==> src/rtl/mips_pkg.sv <==
// Shared MIPS decode constants: opcodes, ALU operation encodings and the
// ID/EX control bundle produced by the decoder.
package mips_pkg;

    localparam logic [5:0] OP_RTYPE = 6'b000000;
    localparam logic [5:0] OP_LW    = 6'b100011;
    localparam logic [5:0] OP_SW    = 6'b101011;
    localparam logic [5:0] OP_BEQ   = 6'b000100;
    localparam logic [5:0] OP_ADDI  = 6'b001000;
    localparam logic [5:0] OP_J     = 6'b000010;

    localparam logic [1:0] ALU_SUMA  = 2'b00;
    localparam logic [1:0] ALU_RESTA = 2'b01;
    localparam logic [1:0] ALU_FUNCT = 2'b10;

    typedef struct packed {
        logic       destino_reg;
        logic       salto;
        logic       branch;
        logic       mem_leer;
        logic       mem_a_reg;
        logic       mem_escribir;
        logic       alu_fuente;
        logic       reg_escribir;
        logic [1:0] alu_operacion;
        logic       ilegal;
    } control_t;

    function automatic control_t decodificar(input logic [5:0] op);
        control_t c;
        c = '0;
        case (op)
            OP_RTYPE: begin
                c.destino_reg   = 1'b1;
                c.reg_escribir  = 1'b1;
                c.alu_operacion = ALU_FUNCT;
            end
            OP_LW: begin
                c.alu_fuente    = 1'b1;
                c.mem_leer      = 1'b1;
                c.mem_a_reg     = 1'b1;
                c.reg_escribir  = 1'b1;
                c.alu_operacion = ALU_SUMA;
            end
            OP_SW: begin
                c.alu_fuente    = 1'b1;
                c.mem_escribir  = 1'b1;
                c.alu_operacion = ALU_SUMA;
            end
            OP_BEQ: begin
                c.branch        = 1'b1;
                c.alu_operacion = ALU_RESTA;
            end
            OP_ADDI: begin
                c.alu_fuente    = 1'b1;
                c.reg_escribir  = 1'b1;
                c.alu_operacion = ALU_SUMA;
            end
            OP_J:    c.salto  = 1'b1;
            default: c.ilegal = 1'b1;
        endcase
        return c;
    endfunction

    // Instructions whose rt field is a source operand (and so can hit a load-use hazard).
    function automatic logic usa_rt(input logic [5:0] op);
        return (op == OP_RTYPE) || (op == OP_SW) || (op == OP_BEQ);
    endfunction

endpackage

==> src/rtl/banco_registros_param.sv <==
// Two-read, one-write register file; r0 hardwired to zero, write-first bypass
// on both read ports, synchronous clear.
module banco_registros_param #(
    parameter int ANCHO   = 32,
    parameter int NUM_REG = 32,
    parameter int AW      = $clog2(NUM_REG)
) (
    input  logic             clk,
    input  logic             reset,
    input  logic             we_i,
    input  logic [AW-1:0]    wa_i,
    input  logic [ANCHO-1:0] wd_i,
    input  logic [AW-1:0]    ra1_i,
    input  logic [AW-1:0]    ra2_i,
    output logic [ANCHO-1:0] rd1_o,
    output logic [ANCHO-1:0] rd2_o
);

    logic [ANCHO-1:0] regs_q [NUM_REG];

    always_ff @(posedge clk) begin
        if (reset) begin
            for (int i = 0; i < NUM_REG; i++) regs_q[i] <= '0;
        end else if (we_i && (wa_i != '0)) begin
            regs_q[wa_i] <= wd_i;
        end
    end

    function automatic logic [ANCHO-1:0] leer(input logic [AW-1:0] ra);
        if (ra == '0)                return '0;
        else if (we_i && wa_i == ra) return wd_i;
        else                         return regs_q[ra];
    endfunction

    assign rd1_o = leer(ra1_i);
    assign rd2_o = leer(ra2_i);

endmodule

==> src/rtl/decodificador_segmentado.sv <==
// ID stage of a 5-stage MIPS pipeline: decode, register read, load-use stall
// detection and the ID/EX pipeline register.
module decodificador_segmentado
    import mips_pkg::*;
#(
    parameter int ANCHO   = 32,
    parameter int NUM_REG = 32
) (
    input  logic             clk,
    input  logic             reset,
    input  logic [31:0]      instruccion,
    input  logic [ANCHO-1:0] pc_plus4_in,
    input  logic             reg_escribir_wb,
    input  logic [4:0]       rd_wb,
    input  logic [ANCHO-1:0] dato_escribir,
    input  logic             vaciar,
    output logic             detener,
    output logic             destino_reg,
    output logic             salto,
    output logic             branch,
    output logic             mem_leer,
    output logic             mem_a_reg,
    output logic             mem_escribir,
    output logic             alu_fuente,
    output logic             reg_escribir,
    output logic [1:0]       alu_operacion,
    output logic [ANCHO-1:0] dr1,
    output logic [ANCHO-1:0] dr2,
    output logic [ANCHO-1:0] ext,
    output logic [ANCHO-1:0] pc_plus4_ID,
    output logic [ANCHO-1:0] jump_address,
    output logic [5:0]       funct,
    output logic [4:0]       rt_out,
    output logic [4:0]       rd_out,
    output logic             valido,
    output logic             ilegal
);

    localparam int AW = $clog2(NUM_REG);

    logic [5:0] opcode;
    logic [4:0] rs, rt, rd;
    assign opcode = instruccion[31:26];
    assign rs     = instruccion[25:21];
    assign rt     = instruccion[20:16];
    assign rd     = instruccion[15:11];

    logic [ANCHO-1:0] lect1, lect2;

    banco_registros_param #(.ANCHO(ANCHO), .NUM_REG(NUM_REG), .AW(AW)) u_banco (
        .clk   (clk),
        .reset (reset),
        .we_i  (reg_escribir_wb),
        .wa_i  (rd_wb[AW-1:0]),
        .wd_i  (dato_escribir),
        .ra1_i (rs[AW-1:0]),
        .ra2_i (rt[AW-1:0]),
        .rd1_o (lect1),
        .rd2_o (lect2)
    );

    control_t         ctrl_d, ctrl_q;
    logic [ANCHO-1:0] dr1_d, dr1_q, dr2_d, dr2_q, ext_d, ext_q;
    logic [ANCHO-1:0] pc_d, pc_q, ja_d, ja_q;
    logic [5:0]       funct_d, funct_q;
    logic [4:0]       rt_d, rt_q, rd_d, rd_q;
    logic             valido_d, valido_q;
    logic             riesgo;

    // Load in EX whose destination is a source of the instruction now in ID.
    assign riesgo = ctrl_q.mem_leer && (rt_q != 5'd0) &&
                    ((rt_q == rs) || (usa_rt(opcode) && (rt_q == rt)));
    assign detener = !reset && !vaciar && riesgo;

    always_comb begin
        ctrl_d   = '0;
        dr1_d    = '0;
        dr2_d    = '0;
        ext_d    = '0;
        pc_d     = '0;
        ja_d     = '0;
        funct_d  = '0;
        rt_d     = '0;
        rd_d     = '0;
        valido_d = 1'b0;
        if (!vaciar && !riesgo) begin
            ctrl_d   = decodificar(opcode);
            dr1_d    = lect1;
            dr2_d    = lect2;
            ext_d    = {{(ANCHO-16){instruccion[15]}}, instruccion[15:0]};
            pc_d     = pc_plus4_in;
            ja_d     = {pc_plus4_in[ANCHO-1:28], instruccion[25:0], 2'b00};
            funct_d  = instruccion[5:0];
            rt_d     = rt;
            rd_d     = rd;
            valido_d = 1'b1;
        end
    end

    always_ff @(posedge clk) begin
        if (reset) begin
            ctrl_q   <= '0;
            dr1_q    <= '0;
            dr2_q    <= '0;
            ext_q    <= '0;
            pc_q     <= '0;
            ja_q     <= '0;
            funct_q  <= '0;
            rt_q     <= '0;
            rd_q     <= '0;
            valido_q <= 1'b0;
        end else begin
            ctrl_q   <= ctrl_d;
            dr1_q    <= dr1_d;
            dr2_q    <= dr2_d;
            ext_q    <= ext_d;
            pc_q     <= pc_d;
            ja_q     <= ja_d;
            funct_q  <= funct_d;
            rt_q     <= rt_d;
            rd_q     <= rd_d;
            valido_q <= valido_d;
        end
    end

    assign destino_reg   = ctrl_q.destino_reg;
    assign salto         = ctrl_q.salto;
    assign branch        = ctrl_q.branch;
    assign mem_leer      = ctrl_q.mem_leer;
    assign mem_a_reg     = ctrl_q.mem_a_reg;
    assign mem_escribir  = ctrl_q.mem_escribir;
    assign alu_fuente    = ctrl_q.alu_fuente;
    assign reg_escribir  = ctrl_q.reg_escribir;
    assign alu_operacion = ctrl_q.alu_operacion;
    assign ilegal        = ctrl_q.ilegal;
    assign dr1           = dr1_q;
    assign dr2           = dr2_q;
    assign ext           = ext_q;
    assign pc_plus4_ID   = pc_q;
    assign jump_address  = ja_q;
    assign funct         = funct_q;
    assign rt_out        = rt_q;
    assign rd_out        = rd_q;
    assign valido        = valido_q;

endmodule

==> config.mk <==
export PLATFORM = sky130hd
export DESIGN_NAME = decodificador_segmentado
export DESIGN_NICKNAME = d
export VERILOG_FILES = /design/src/rtl/mips_pkg.sv /design/src/rtl/banco_registros_param.sv /design/src/rtl/decodificador_segmentado.sv
export SDC_FILE = /design/constraint.sdc
export NUM_CORES = 2
export LEC_CHECK = 0
export BUFFER_PORTS_ARGS = -buffer_cell sky130_fd_sc_hd__buf_2
export CAP_MARGIN = 20
export CORE_MARGIN = 5
export CORE_UTILIZATION = 60
export DETAILED_ROUTE_END_ITERATION = 8
export PLACE_DENSITY = 0.77
export SLEW_MARGIN = 20
export SYNTH_ARGS = -nofsm -noshare
export SYNTH_HDL_FRONTEND = slang
export SYNTH_SLANG_ARGS = --single-unit
==> constraint.sdc <==
create_clock -name clk -period 3.35 [get_ports clk]
set_input_delay 0.67 -clock clk [delete_from_list [all_inputs] [get_ports clk]]
set_output_delay 0.67 -clock clk [all_outputs]
set_load 0.01 [all_outputs]
==> summary.md <==
| Metric | Value |
|---|---|
| Mapped Avg Cell Area | 13.6 um2 |
| Max Cap Viol | 0 |
| Kind of critical path | flip-flop to output pin |
| CTS Root Cell | clkbuf_16 |
| Ports | 294 |
| Min cycle time layout | 3.31 ns |
| Critical path startpoint category | flip-flop |
| Async S/R FF share, synth | 0% |
| Initial antenna violation count | 18 |
| Multi-input gate area in the final layout | 0.0237 mm2 |
| Cell mode on critical path | nor2_4 |
| Worst setup EP type | output pin |
| WP data arrival | 2.64 ns |
| Worst-skew pair later-pin latency | 0.73 ns |
| Initial drt markers | 6955 |
| Crit-path cells | or4_4 > o21ai_4 > buf_6 > and4b_4 > buf_4 > nor2_4 > nor2_4 > buf_2 |
| Final TNS setup | 0 ns |
| CTS buffer count | 118 |
| Routed vias/inst | 7.26 |
| Number of port buffers | 291 |
| Synth Warn # | 0 |
| WP data required | 2.68 ns |
| Power Density | 515 mW/mm2 |
| RSZ-0062 raised after global routing | false |
| CP delay by family, top | simple AND/OR/NAND/NOR gates |
| GRT Total Usage | 38.4% |
| CTS tree | done |
| CP bufs+invs | 3 |
| Core area | 0.0981 mm2 |
| Slowest library cell on the worst path | or4_4 |
| H-tree Lvls | 3 |
| Vias | 43100 |
| # setup viols final | 0 |
| Measured slew at the worst slew-check pin | 1.24 ns |
| Worst VDD drop | 0.503 mV |
| Synth unique cells | 62 |
| Clock buffer depth | 3 |
| Post-route ant nets | 0 |
| Status | finished, final reports clean |
| Top reg by flops | u_banco.regs_q |
| Nets | 4636 |
| Placer Congestion | 0.953 |
| Initial Util | 60.3% |
| Cts hold-fix bufs | 0 |
| Max Slew Vio Count | 0 |
| First-pass GRT wire length | 290000 um |
| DP Worst Slack | -0.254 ns |
| Worst Hold Class | input port to flip-flop |
| Detailed Route WL | 204000 um |
| Sequential area share after synthesis | 56.4% |
| DR pass1 iterations | 8 |
| Crit Path Max Fanout | 2 |
| Die Width | 324 um |
| Die Height | 324 um |
| Num Clock Sinks | 1156 |
| Mapped cell area | 0.0592 mm2 |
| Dpl cells | 5698 |
| Layout cells sized above 1 | 25.1% |
| Std cell rows | 115 |
| Reg area | 0.0334 mm2 |
| Clock Skews | 0.0219 ns |
| DIE AREA | 0.105 mm2 |
| Non-Filler Instances | 5931 |
| Number of flops mapped to enable cells by yosys | 1024 |
| Clock transition at the registers of the reported paths | 0.06 ns |
| Final Hold Vio Count | 0 |
| DRC | 0 |
| Fillcell total | 6725 |
| Number of global-route vias before repair | 42500 |
| Mapped Cells | 4341 |
| WL per Instance | 34.4 um |
| Final WS setup | 0.0437 ns |
| Final Cycle Share | 98.7% |
| GRT overflow | 0 |
| P&R area growth vs syn | 13.1% |
| Leak Pwr | 0.0244 uW |
| Critical Path Max Stage Delay | 0.53 ns |
| Max reg flops | 1024 |
| Hpwl dp | 124000 um |
| Fmax | 302 MHz |
| Setup Buffers After CTS | 0 |
| Slew margin rel. | 17.1% |
| Post-synth top flop | edfxtp_1 |
| FF+latch count, synth | 1156 |
| Largest net degree at the start of global routing | 71 |
==> through the flow <==
step,total power (uW),instance area (um2),hold slack (ns),util (%)
final,34500,67000,0.153,68.3
after global routing,35300,67000,0.130,68.2
after CTS,34400,66900,0.119,68.2
after detailed placement,21200,63000,0.872,64.2
after global placement,21100,63000,0.858,64.2
after floorplan,19500,59300,0.760,-
==> path summary, 6_finish.rpt <==
kind / startpoint / to / slack [ns] / cells after the start
worst min register to register: u_banco.regs_q[4][9] / dr2[9] / 0.90 / 4
worst max register to register: jump_address[20] / dr2[21] / 0.07 / 9
worst max-delay path: jump_address[20] / detener / 0.04 / 8
worst min-delay path: instruccion[13] / ext[13] / 0.15 / 2
==> placed cells by master (no fill, tap or decap), drive strengths merged, types with 36 or more instances in the layout <==
cell type	synthesis	routed
buf	186	552
o21ai	88	88
edfxtp	1024	1024
dfxtp	132	132
nor3	204	204
mux2i	351	351
nand2	68	68
and2	861	861
a22oi	38	38
nand3	61	61
a21oi	109	109
mux4	342	342
clkbuf	329	179
a221oi	154	154
or2	36	36
nor2	120	120
==> synthesized netlist by cell type, types with 3 or more instances <==
cell | count | area share, %
buf_1 | 32 | 0.20
clkbuf_1 | 328 | 2.1
a221oi_1 | 154 | 2.3
buf_6 | 6 | 0.11
dfxtp_1 | 132 | 4.5
mux2i_1 | 351 | 5.9
a32oi_1 | 4 | 0.059
o31ai_1 | 8 | 0.10
or3b_2 | 3 | 0.044
a211oi_1 | 17 | 0.22
a221o_1 | 26 | 0.44
a311oi_1 | 5 | 0.074
nand4_1 | 3 | 0.032
a22oi_1 | 38 | 0.48
inv_1 | 11 | 0.070
nand2b_1 | 8 | 0.085
o32a_1 | 4 | 0.068
and2_1 | 861 | 9.1
a21oi_1 | 109 | 0.92
nor3_1 | 203 | 1.7
a31oi_1 | 4 | 0.042
nor4_1 | 7 | 0.074
o211ai_1 | 11 | 0.14
nor2_1 | 119 | 0.75
o22ai_1 | 5 | 0.053
and3_1 | 8 | 0.085
o2111ai_1 | 30 | 0.44
mux4_2 | 342 | 13
buf_4 | 87 | 1.1
edfxtp_1 | 1024 | 52
or2_2 | 36 | 0.38
nor2b_1 | 7 | 0.074
nand3b_1 | 5 | 0.063
o21ai_0 | 86 | 0.73
xnor2_1 | 7 | 0.10
xor2_1 | 13 | 0.19
nand2_1 | 68 | 0.43
a32o_1 | 30 | 0.51
nand3_1 | 61 | 0.52
buf_2 | 61 | 0.52
==> layer usage <==
layer  vias to the layer above  global-route usage, %  part of all wire [%]
li1                      17000                      -                     -
met1                     21100                   49.4                    33
met2                      4118                   56.5                    43
met3                       890                   14.0                    16
met4                        18                   22.8                   7.3
met5                         -                      0                 0.055
==> cell type report <==
type,instances,area share [%]
Clock buffer,179,5.10
Sequential cell,1156,49.9
Antenna cell,8,0.0299
Multi-Input combinational cell,2691,35.4
Inverter,12,0.0710
Clock inverter,46,0.725
Tap cell,1287,2.40
Timing Repair Buffer,552,6.38
==> report_power, final <==
part           total, uW  leakage (uW)  switching (uW)  internal, uW
logic               4230        0.0117            2560          1660
clock network      13400       0.00190            5650          7710
registers          16900        0.0108             453         16500
==> kinds of logic (layout without fill, tap and decap cells) <==
| family | Yosys count | in the layout | share of synthesized area [%] |
|---|---|---|---|
| simple gates | 1399 | 1399 | 13.5 |
| flops | 1156 | 1156 | 56.4 |
| mux | 693 | 693 | 18.9 |
| compound gates | 545 | 545 | 6.75 |
| buf+inv | 527 | 789 | 4.10 |
| xor+xnor | 20 | 20 | 0.296 |
| other cells | 1 | 42 | 0.00633 |
==> timing repair <==
item,in CTS,in global routing
pin swaps,1,3
setup endpoints to repair,1,1
gates resized for setup,10,7
Power figures use the tool's default switching activity.
